$ cat config.mk
export PLATFORM = sky130hd
export DESIGN_NAME = id_ex_pipe_flat
export DESIGN_NICKNAME = d
export VERILOG_FILES = /design/src/rtl/id_ex_pipe_if.sv /design/src/rtl/id_ex_pipe.sv /design/src/flat_wrapper.sv
export SDC_FILE = /design/constraint.sdc
export NUM_CORES = 1
export LEC_CHECK = 0
export BUFFER_PORTS_ARGS = -buffer_cell sky130_fd_sc_hd__buf_2
export CAP_MARGIN = 0
export CORE_ASPECT_RATIO = 2
export CORE_MARGIN = 2
export CORE_UTILIZATION = 40
export DETAILED_ROUTE_END_ITERATION = 6
export HOLD_SLACK_MARGIN = 0.03
export PLACE_DENSITY = 0.7
export SLEW_MARGIN = 30
export SYNTH_ARGS = -nofsm -noshare
export SYNTH_HDL_FRONTEND = slang
export SYNTH_SLANG_ARGS = --single-unit
$ cat constraint.sdc
create_clock -name clk -period 1.3 [get_ports clk]
set_input_delay 0.195 -clock clk [delete_from_list [all_inputs] [get_ports clk]]
set_output_delay 0.195 -clock clk [all_outputs]
set_load 0.05 [all_outputs]
$ cat src/rtl/id_ex_pipe_if.sv
// One valid/ready channel carrying a control field and a payload.
// master drives the beat, slave returns ready.
interface id_ex_pipe_if #(
  parameter int CTL_W  = 9,
  parameter int DATA_W = 138
);
  logic              valid;
  logic              ready;
  logic [CTL_W-1:0]  ctl;
  logic [DATA_W-1:0] data;

  modport master (output valid, output ctl, output data, input ready);
  modport slave  (input valid, input ctl, input data, output ready);
endinterface

$ cat src/rtl/id_ex_pipe.sv
// ID/EX stage register with valid/ready handshake, synchronous flush that inserts bubbles,
// and an optional two-entry skid buffer that keeps ready off the combinational path.
module id_ex_pipe #(
  parameter int CTL_W  = 9,
  parameter int DATA_W = 138,
  parameter bit SKID   = 1'b1
) (
  input  logic         clk,
  input  logic         rst,
  input  logic         flush,
  id_ex_pipe_if.slave  in_if,
  id_ex_pipe_if.master out_if
);

  logic [CTL_W-1:0]  main_ctl_q, main_ctl_d;
  logic [DATA_W-1:0] main_data_q, main_data_d;
  logic              main_valid;
  logic              in_ready;
  logic              in_fire;

  assign in_fire      = in_if.valid & in_ready & ~flush;
  assign in_if.ready  = in_ready;
  assign out_if.valid = main_valid;
  // Bubbles carry zero control so EX/MEM/WB see a NOP.
  assign out_if.ctl   = main_valid ? main_ctl_q : '0;
  assign out_if.data  = main_data_q;

  generate
    if (SKID) begin : g_skid
      typedef enum logic [1:0] {ST_EMPTY, ST_FULL, ST_SKID} state_t;

      state_t            state_q, state_d;
      logic [CTL_W-1:0]  skid_ctl_q, skid_ctl_d;
      logic [DATA_W-1:0] skid_data_q, skid_data_d;

      assign main_valid = (state_q != ST_EMPTY);
      // Decoded from the state register only, so no path from out_ready.
      assign in_ready   = (state_q != ST_SKID);

      always_comb begin
        state_d     = state_q;
        main_ctl_d  = main_ctl_q;
        main_data_d = main_data_q;
        skid_ctl_d  = skid_ctl_q;
        skid_data_d = skid_data_q;
        if (flush) begin
          state_d    = ST_EMPTY;
          main_ctl_d = '0;
          skid_ctl_d = '0;
        end else begin
          case (state_q)
            ST_EMPTY: begin
              if (in_fire) begin
                main_ctl_d  = in_if.ctl;
                main_data_d = in_if.data;
                state_d     = ST_FULL;
              end
            end
            ST_FULL: begin
              if (in_fire && out_if.ready) begin
                main_ctl_d  = in_if.ctl;
                main_data_d = in_if.data;
              end else if (in_fire) begin
                skid_ctl_d  = in_if.ctl;
                skid_data_d = in_if.data;
                state_d     = ST_SKID;
              end else if (out_if.ready) begin
                state_d = ST_EMPTY;
              end
            end
            ST_SKID: begin
              if (out_if.ready) begin
                main_ctl_d  = skid_ctl_q;
                main_data_d = skid_data_q;
                state_d     = ST_FULL;
              end
            end
            default: state_d = ST_EMPTY;
          endcase
        end
      end

      always_ff @(posedge clk) begin
        if (rst) begin
          state_q     <= ST_EMPTY;
          main_ctl_q  <= '0;
          main_data_q <= '0;
          skid_ctl_q  <= '0;
          skid_data_q <= '0;
        end else begin
          state_q     <= state_d;
          main_ctl_q  <= main_ctl_d;
          main_data_q <= main_data_d;
          skid_ctl_q  <= skid_ctl_d;
          skid_data_q <= skid_data_d;
        end
      end
    end else begin : g_single
      logic valid_q, valid_d;

      assign main_valid = valid_q;
      assign in_ready   = out_if.ready | ~valid_q;

      always_comb begin
        valid_d     = valid_q;
        main_ctl_d  = main_ctl_q;
        main_data_d = main_data_q;
        if (flush) begin
          valid_d    = 1'b0;
          main_ctl_d = '0;
        end else if (in_fire) begin
          valid_d     = 1'b1;
          main_ctl_d  = in_if.ctl;
          main_data_d = in_if.data;
        end else if (valid_q && out_if.ready) begin
          valid_d = 1'b0;
        end
      end

      always_ff @(posedge clk) begin
        if (rst) begin
          valid_q     <= 1'b0;
          main_ctl_q  <= '0;
          main_data_q <= '0;
        end else begin
          valid_q     <= valid_d;
          main_ctl_q  <= main_ctl_d;
          main_data_q <= main_data_d;
        end
      end
    end
  endgenerate

endmodule
$ cat src/flat_wrapper.sv
// flat-port wrapper written by rule: the top's interface ports become plain ports
module id_ex_pipe_flat 
#(
  parameter int CTL_W  = 9,
  parameter int DATA_W = 138,
  parameter bit SKID   = 1'b1
)
  (clk, rst, flush, in_if_valid, in_if_ctl, in_if_data, in_if_ready, out_if_valid, out_if_ctl, out_if_data, out_if_ready);
  id_ex_pipe_if #(.CTL_W(CTL_W), .DATA_W(DATA_W)) in_if_i ();
  id_ex_pipe_if #(.CTL_W(CTL_W), .DATA_W(DATA_W)) out_if_i ();
  input  logic clk;
  input  logic rst;
  input  logic flush;
  input wire logic [$bits(in_if_i.valid)-1:0] in_if_valid;
  input wire logic [$bits(in_if_i.ctl)-1:0] in_if_ctl;
  input wire logic [$bits(in_if_i.data)-1:0] in_if_data;
  output wire logic [$bits(in_if_i.ready)-1:0] in_if_ready;
  output wire logic [$bits(out_if_i.valid)-1:0] out_if_valid;
  output wire logic [$bits(out_if_i.ctl)-1:0] out_if_ctl;
  output wire logic [$bits(out_if_i.data)-1:0] out_if_data;
  input wire logic [$bits(out_if_i.ready)-1:0] out_if_ready;
  assign in_if_i.valid = in_if_valid;
  assign in_if_i.ctl = in_if_ctl;
  assign in_if_i.data = in_if_data;
  assign in_if_ready = in_if_i.ready;
  assign out_if_valid = out_if_i.valid;
  assign out_if_ctl = out_if_i.ctl;
  assign out_if_data = out_if_i.data;
  assign out_if_i.ready = out_if_ready;
  id_ex_pipe #(.CTL_W(CTL_W), .DATA_W(DATA_W), .SKID(SKID)) u_core (.clk(clk), .rst(rst), .flush(flush), .in_if(in_if_i), .out_if(out_if_i));
endmodule
Word-level counts from Yosys, hierarchy flattened
Index checks and enable logic that the tools add are counted.
- register bits after elaboration: 296
- latch bits: 0
- bits in writable memories: 0
- bits in read-only memories: 0
- input port bits: 152
- word-level logic and storage cells: 42
- memories kept: 0
- add/sub/neg operators: 0
- multipliers: 0
- div/mod/pow operators: 0
- magnitude comparators: 0
- equality and inequality tests: 8
- shift-type cells: 0
- muxes and demuxes: 15
- bitwise gates (word level): 4
- reductions and logical operators: 10
- operators with widths (kind ; count):
    $mux W138 ; 3
    $pmux W138 S3 ; 1
    $mux W9 ; 4
    $pmux W9 S3 ; 1
    $reduce_and A4 Y1 ; 3
    $mux W2 ; 5
    $ne A2 B2 Y1 const B ; 3
    $pmux W2 S3 ; 1
    $reduce_and A5 Y1 ; 1
    $ne A2 B1 Y1 const B ; 2
    $ne A3 B2 Y1 const B ; 1
    $reduce_and A3 Y1 ; 1
    $reduce_bool A3 Y1 ; 1
    $and A1 B1 Y1 ; 2
    $eq A2 B1 Y1 const B ; 1
    $eq A2 B2 Y1 const B ; 1
    $logic_not A2 Y1 ; 1
    $not A1 Y1 ; 2
    $reduce_bool A2 Y1 ; 1
    $reduce_or A2 Y1 ; 1
    $logic_and A1 B1 Y1 ; 1

Logic depth before layout (Yosys ltp)
- depth in word-level cells: 6
- gate-level depth with buffers: 7
- gate-level depth less buffers: 5

Worst setup path before layout
No wires, ideal clock.
- path kind: reg-to-reg
- start: reg u_core.g_skid.state_q[1]
- end: reg u_core.main_ctl_q[0]
- data arrival time: 1388 ps
- path slack: -174 ps
- stages on the path, launching flop included: 7
- buffers on the path: 2
- period minus slack after synthesis: 1474 ps
- path through: dfxtp_1 > nor2b_2 > inv_2 > buf_4 > buf_4 > mux2i_1 > a211oi_1
- longest elaborated chain between the ends: 6
- elaborated cells on any way between the ends: 13
- classes of those cells: 6 x eq/ne; 1 x mux; 2 x bitwise; 4 x reduce/logical
- ends and longest elaborated chain (what ; RTL line ; RTL):
    start: declaration ; id_ex_pipe.sv:32 ; state_t state_q, state_d;
    start signal: assignment ; id_ex_pipe.sv:91 ; state_q <= state_d;
    $ne A2 B2 Y1 * ; id_ex_pipe.sv:38 ; assign in_ready = (state_q != ST_SKID);
    via in_if_ready ; flat_wrapper.sv:17 ; output wire logic [$bits(in_if_i.ready)-1:0] in_if_ready;
    $and A1 B1 Y1 * (2 in series) ; id_ex_pipe.sv:21 ; assign in_fire = in_if.valid & in_ready & ~flush;
    $logic_and A1 B1 Y1 ; id_ex_pipe.sv:60 ; if (in_fire && out_if.ready) begin
    $ne A2 B1 Y1 (no line) ; -- ;
    $reduce_and A4 Y1 (no line) * ; -- ;
    end signal: assignment ; id_ex_pipe.sv:92 ; main_ctl_q <= main_ctl_d;
    end: declaration ; id_ex_pipe.sv:15 ; logic [CTL_W-1:0] main_ctl_q, main_ctl_d;
The timed path passes the listed nets; every way through them passes the cells marked *.
A chain may end at the register's enable or synchronous reset.

Worst setup path after layout
- start: reg u_core.g_skid.state_q[1]
- end: reg u_core.main_data_q[99], in the netlist u_core.out_if.data[99]
- longest elaborated chain between the ends: 6
- elaborated cells on any way between the ends: 13
- classes of those cells: 6 x eq/ne; 1 x mux; 2 x bitwise; 4 x reduce/logical
- ends and longest elaborated chain (what ; RTL line ; RTL):
    $ne A2 B2 Y1 ; id_ex_pipe.sv:38 ;
    $and A1 B1 Y1 (2 in series) ; id_ex_pipe.sv:21 ;
    $logic_and A1 B1 Y1 ; id_ex_pipe.sv:60 ;
    $ne A2 B1 Y1 (no line) ; -- ;
    $reduce_and A5 Y1 (no line) ; -- ;
    end signal: assignment ; id_ex_pipe.sv:93 ; main_data_q <= main_data_d;
    end: declaration ; id_ex_pipe.sv:16 ; logic [DATA_W-1:0] main_data_q, main_data_d;
Parallel ways exist; a longest one is shown, timed or not.

==> impl_metrics.json <==
{
  "status": "complete, but fails checks",
  "violations": "negative setup slack",
  "synthArstFlopShare_pct": 0,
  "rsz0062_at_grt": "yes",
  "tightest_slew_ps": 602,
  "yosysWarnings": 0,
  "period_share_pct": 131,
  "rows": 93,
  "first_global_vias": 12900,
  "cts_buffers": 27,
  "cp_max_fo": 20,
  "drc": 0,
  "worst_hold_startpoint": "out_if_ready",
  "grt_max_degree": 67,
  "skew_ps": 13.9,
  "post-route-util_pct": 64.9,
  "cts.path.max_buffers": 3,
  "maxSlewHeadroom_pct": 59.8,
  "muxShareOfSynthArea_pct": 11.3,
  "gp_congestion": 0.815,
  "htree_levels": 1,
  "place_hpwl_um": 26800,
  "io_buffers": 300,
  "synth-compound-area-share_pct": 21.1,
  "ant_nets": 0,
  "avgRoutedWirePerCell_um": 20.2,
  "cp-end-kind": "register",
  "fin_crit_ps": 1710,
  "nets": 2090,
  "initial_core_util_pct": 40.5,
  "antenna_found_initial": 8,
  "synth_adder_area_share_pct": 0,
  "final_max_slew_viol_count": 0,
  "max_freq_mhz": 586,
  "cts.sinks": 296,
  "vias": 13400,
  "netlist_instances": 1507,
  "ys_ff_latch": 296,
  "cap_viol_max_count": 0,
  "area_growth_pct": 60.3,
  "first_iter_violations": 693,
  "cts.clk_slew.worst_paths_ps": 70,
  "final_cell_mix": "dfxtp_1, buf_2, nand2_1",
  "power.density_nw_per_um2": 1040,
  "die_area_um2": 34000,
  "worst_slack_ps": -405,
  "synth_top_family_by_area": "compound AO/OA/AOI/OAI gates",
  "ys_seq_area_share_pct": 45.6,
  "syn-num-nets": 1659,
  "yosys.area_share.simple_pct": 16.5,
  "synth_ff_type": "dfxtp_1",
  "die_y_um": 259,
  "cts_root_buffer": "clkbuf_16",
  "worstPathArrival_ps": 2120,
  "firstDrtPassIters": 5,
  "cts_tree": "done",
  "vias_per_cell": 5.59,
  "max-vdd-ir-drop_mv": 1.12,
  "timing.rr.start": "u_core.g_skid.state_q[1]",
  "start_kind": "register",
  "grt_pass1_wl_um": 66500,
  "crit_type": "register to register",
  "fin_total_pwr_mw": 21.6,
  "drive_above_1_share_pct": 42.1,
  "grt_usage_pct": 23.7,
  "synth_edf_count": 0,
  "critical_path_required_ps": 1720,
  "synth.distinct_cells": 24,
  "io_pins": 301,
  "hold_path.class": "input port to register",
  "fillers": 2386,
  "syn-cell-area_um2": 13000,
  "die_w_um": 131,
  "p_leak_nw": 9.76,
  "worstSetupStartpoint": "u_core.g_skid.state_q[1]",
  "layout_commonest_cell": "dfxtp_1",
  "hold_violations": 0,
  "clock_latency_ps": 560,
  "synth_area_per_cell_um2": 8.62,
  "gr-total-overflow": 0,
  "setup_violations": 444,
  "drt_wl_total_um": 48300,
  "coreArea_um2": 32100,
  "synth-xor-area-share_pct": 0
}
power breakdown:
group	leakage, nW	total [mW]	switching (mW)	internal, mW
registers	2.40	9.48	0.151	9.33
clock network	0.451	8.37	3.65	4.72
logic	6.90	3.77	2.39	1.37
synth_stat cells, types with 2 or more instances:
cell | number | area, um2
a211oi_1 | 9 | 67.6
o41ai_1 | 138 | 1210
dfxtp_1 | 296 | 5930
nand2_1 | 297 | 1110
buf_1 | 5 | 18.8
mux2i_1 | 147 | 1470
inv_1 | 2 | 7.51
a21oi_1 | 149 | 746
buf_4 | 8 | 60.1
o21ai_1 | 48 | 240
buf_2 | 60 | 300
o21ai_0 | 91 | 455
nand2b_1 | 2 | 12.5
nor2_1 | 14 | 52.6
clkbuf_1 | 85 | 319
nor2b_1 | 148 | 926
metal layers:
metal  vias to the layer above  share of wire [%]  global-route usage, %
li1                       6195                  -                      -
met1                      6491                 36                   25.2
met2                       509                 54                   44.5
met3                       170                4.6                   3.46
met4                         0                5.5                   12.9
met5                         -                  0                      0
sequential cells by signal, indices dropped and copies added, names as in the netlist:
register                   cells
u_core.g_skid.skid_ctl_q       9
u_core.g_skid.skid_data_q    138
u_core.g_skid.state_q          2
u_core.main_ctl_q              9
u_core.out_if.data           138
final timing paths:
kind | to | slack (ps) | depth (start not counted)
worst min register to register | u_core.g_skid.skid_data_q[76] | 450 | 2
worst max register to register | u_core.out_if.data[99] | -410 | 7
worst min-delay path | u_core.g_skid.state_q[0] | 100 | 5
worst max-delay path | u_core.out_if.data[99] | -410 | 7
worst max-delay path, stage by stage, from the launching register on:
cell,delay [ps]
dfxtp_4,380
nor2b_4,220
buf_4,160
a2bb2oi_4,70
buf_12,160
buf_16,170
o21ai_0,260
o41ai_1,140
stage by stage:
stage | TNS, ps | hold slack [ps] | cells | cell area, um2 | worst slack [ps]
2_1_floorplan | -9870 | 330 | 1507 | 13100 | -93.7
3_3_place_gp | -40840 | 441 | 2157 | 15500 | -201
3_5_place_dp | -57290 | 446 | 2157 | 15500 | -284
4_1_cts | -87300 | 52.2 | 2367 | 18700 | -370
5_1_grt | -109760 | 136 | 2392 | 20800 | -458
6_report | -87790 | 103 | 2392 | 20800 | -405
layout make-up:
type	count	area (um2)	area share, %
tap	427	534	2.56
clock inverter	16	186	0.895
antenna	8	20.0	0.0961
sequential	296	5930	28.5
inverter	3	21.3	0.102
multi-input combinational	1050	8560	41.1
timing repair buffer	560	4860	23.3
clock buffer	32	714	3.43
what timing repair did:
item | in CTS | in global routing
resized for setup | 143 | 442
setup buffers | 10 | 3
hold buffers | 149 | 0
hold endpoints to repair | 263 | 0
pin swaps | 1 | 172
cloned | 3 | 16
endpoints found under the setup margin | 444 | 445
logic make-up (layout without fill, tap and decap cells):
kind of cell / Yosys count / after routing
simple gates: 465 / 466
compound gates: 437 / 437
flops: 296 / 296
buf+inv: 162 / 611
mux: 147 / 147
other cells: 0 / 8
No activity file was read; power rests on OpenSTA's default activity.
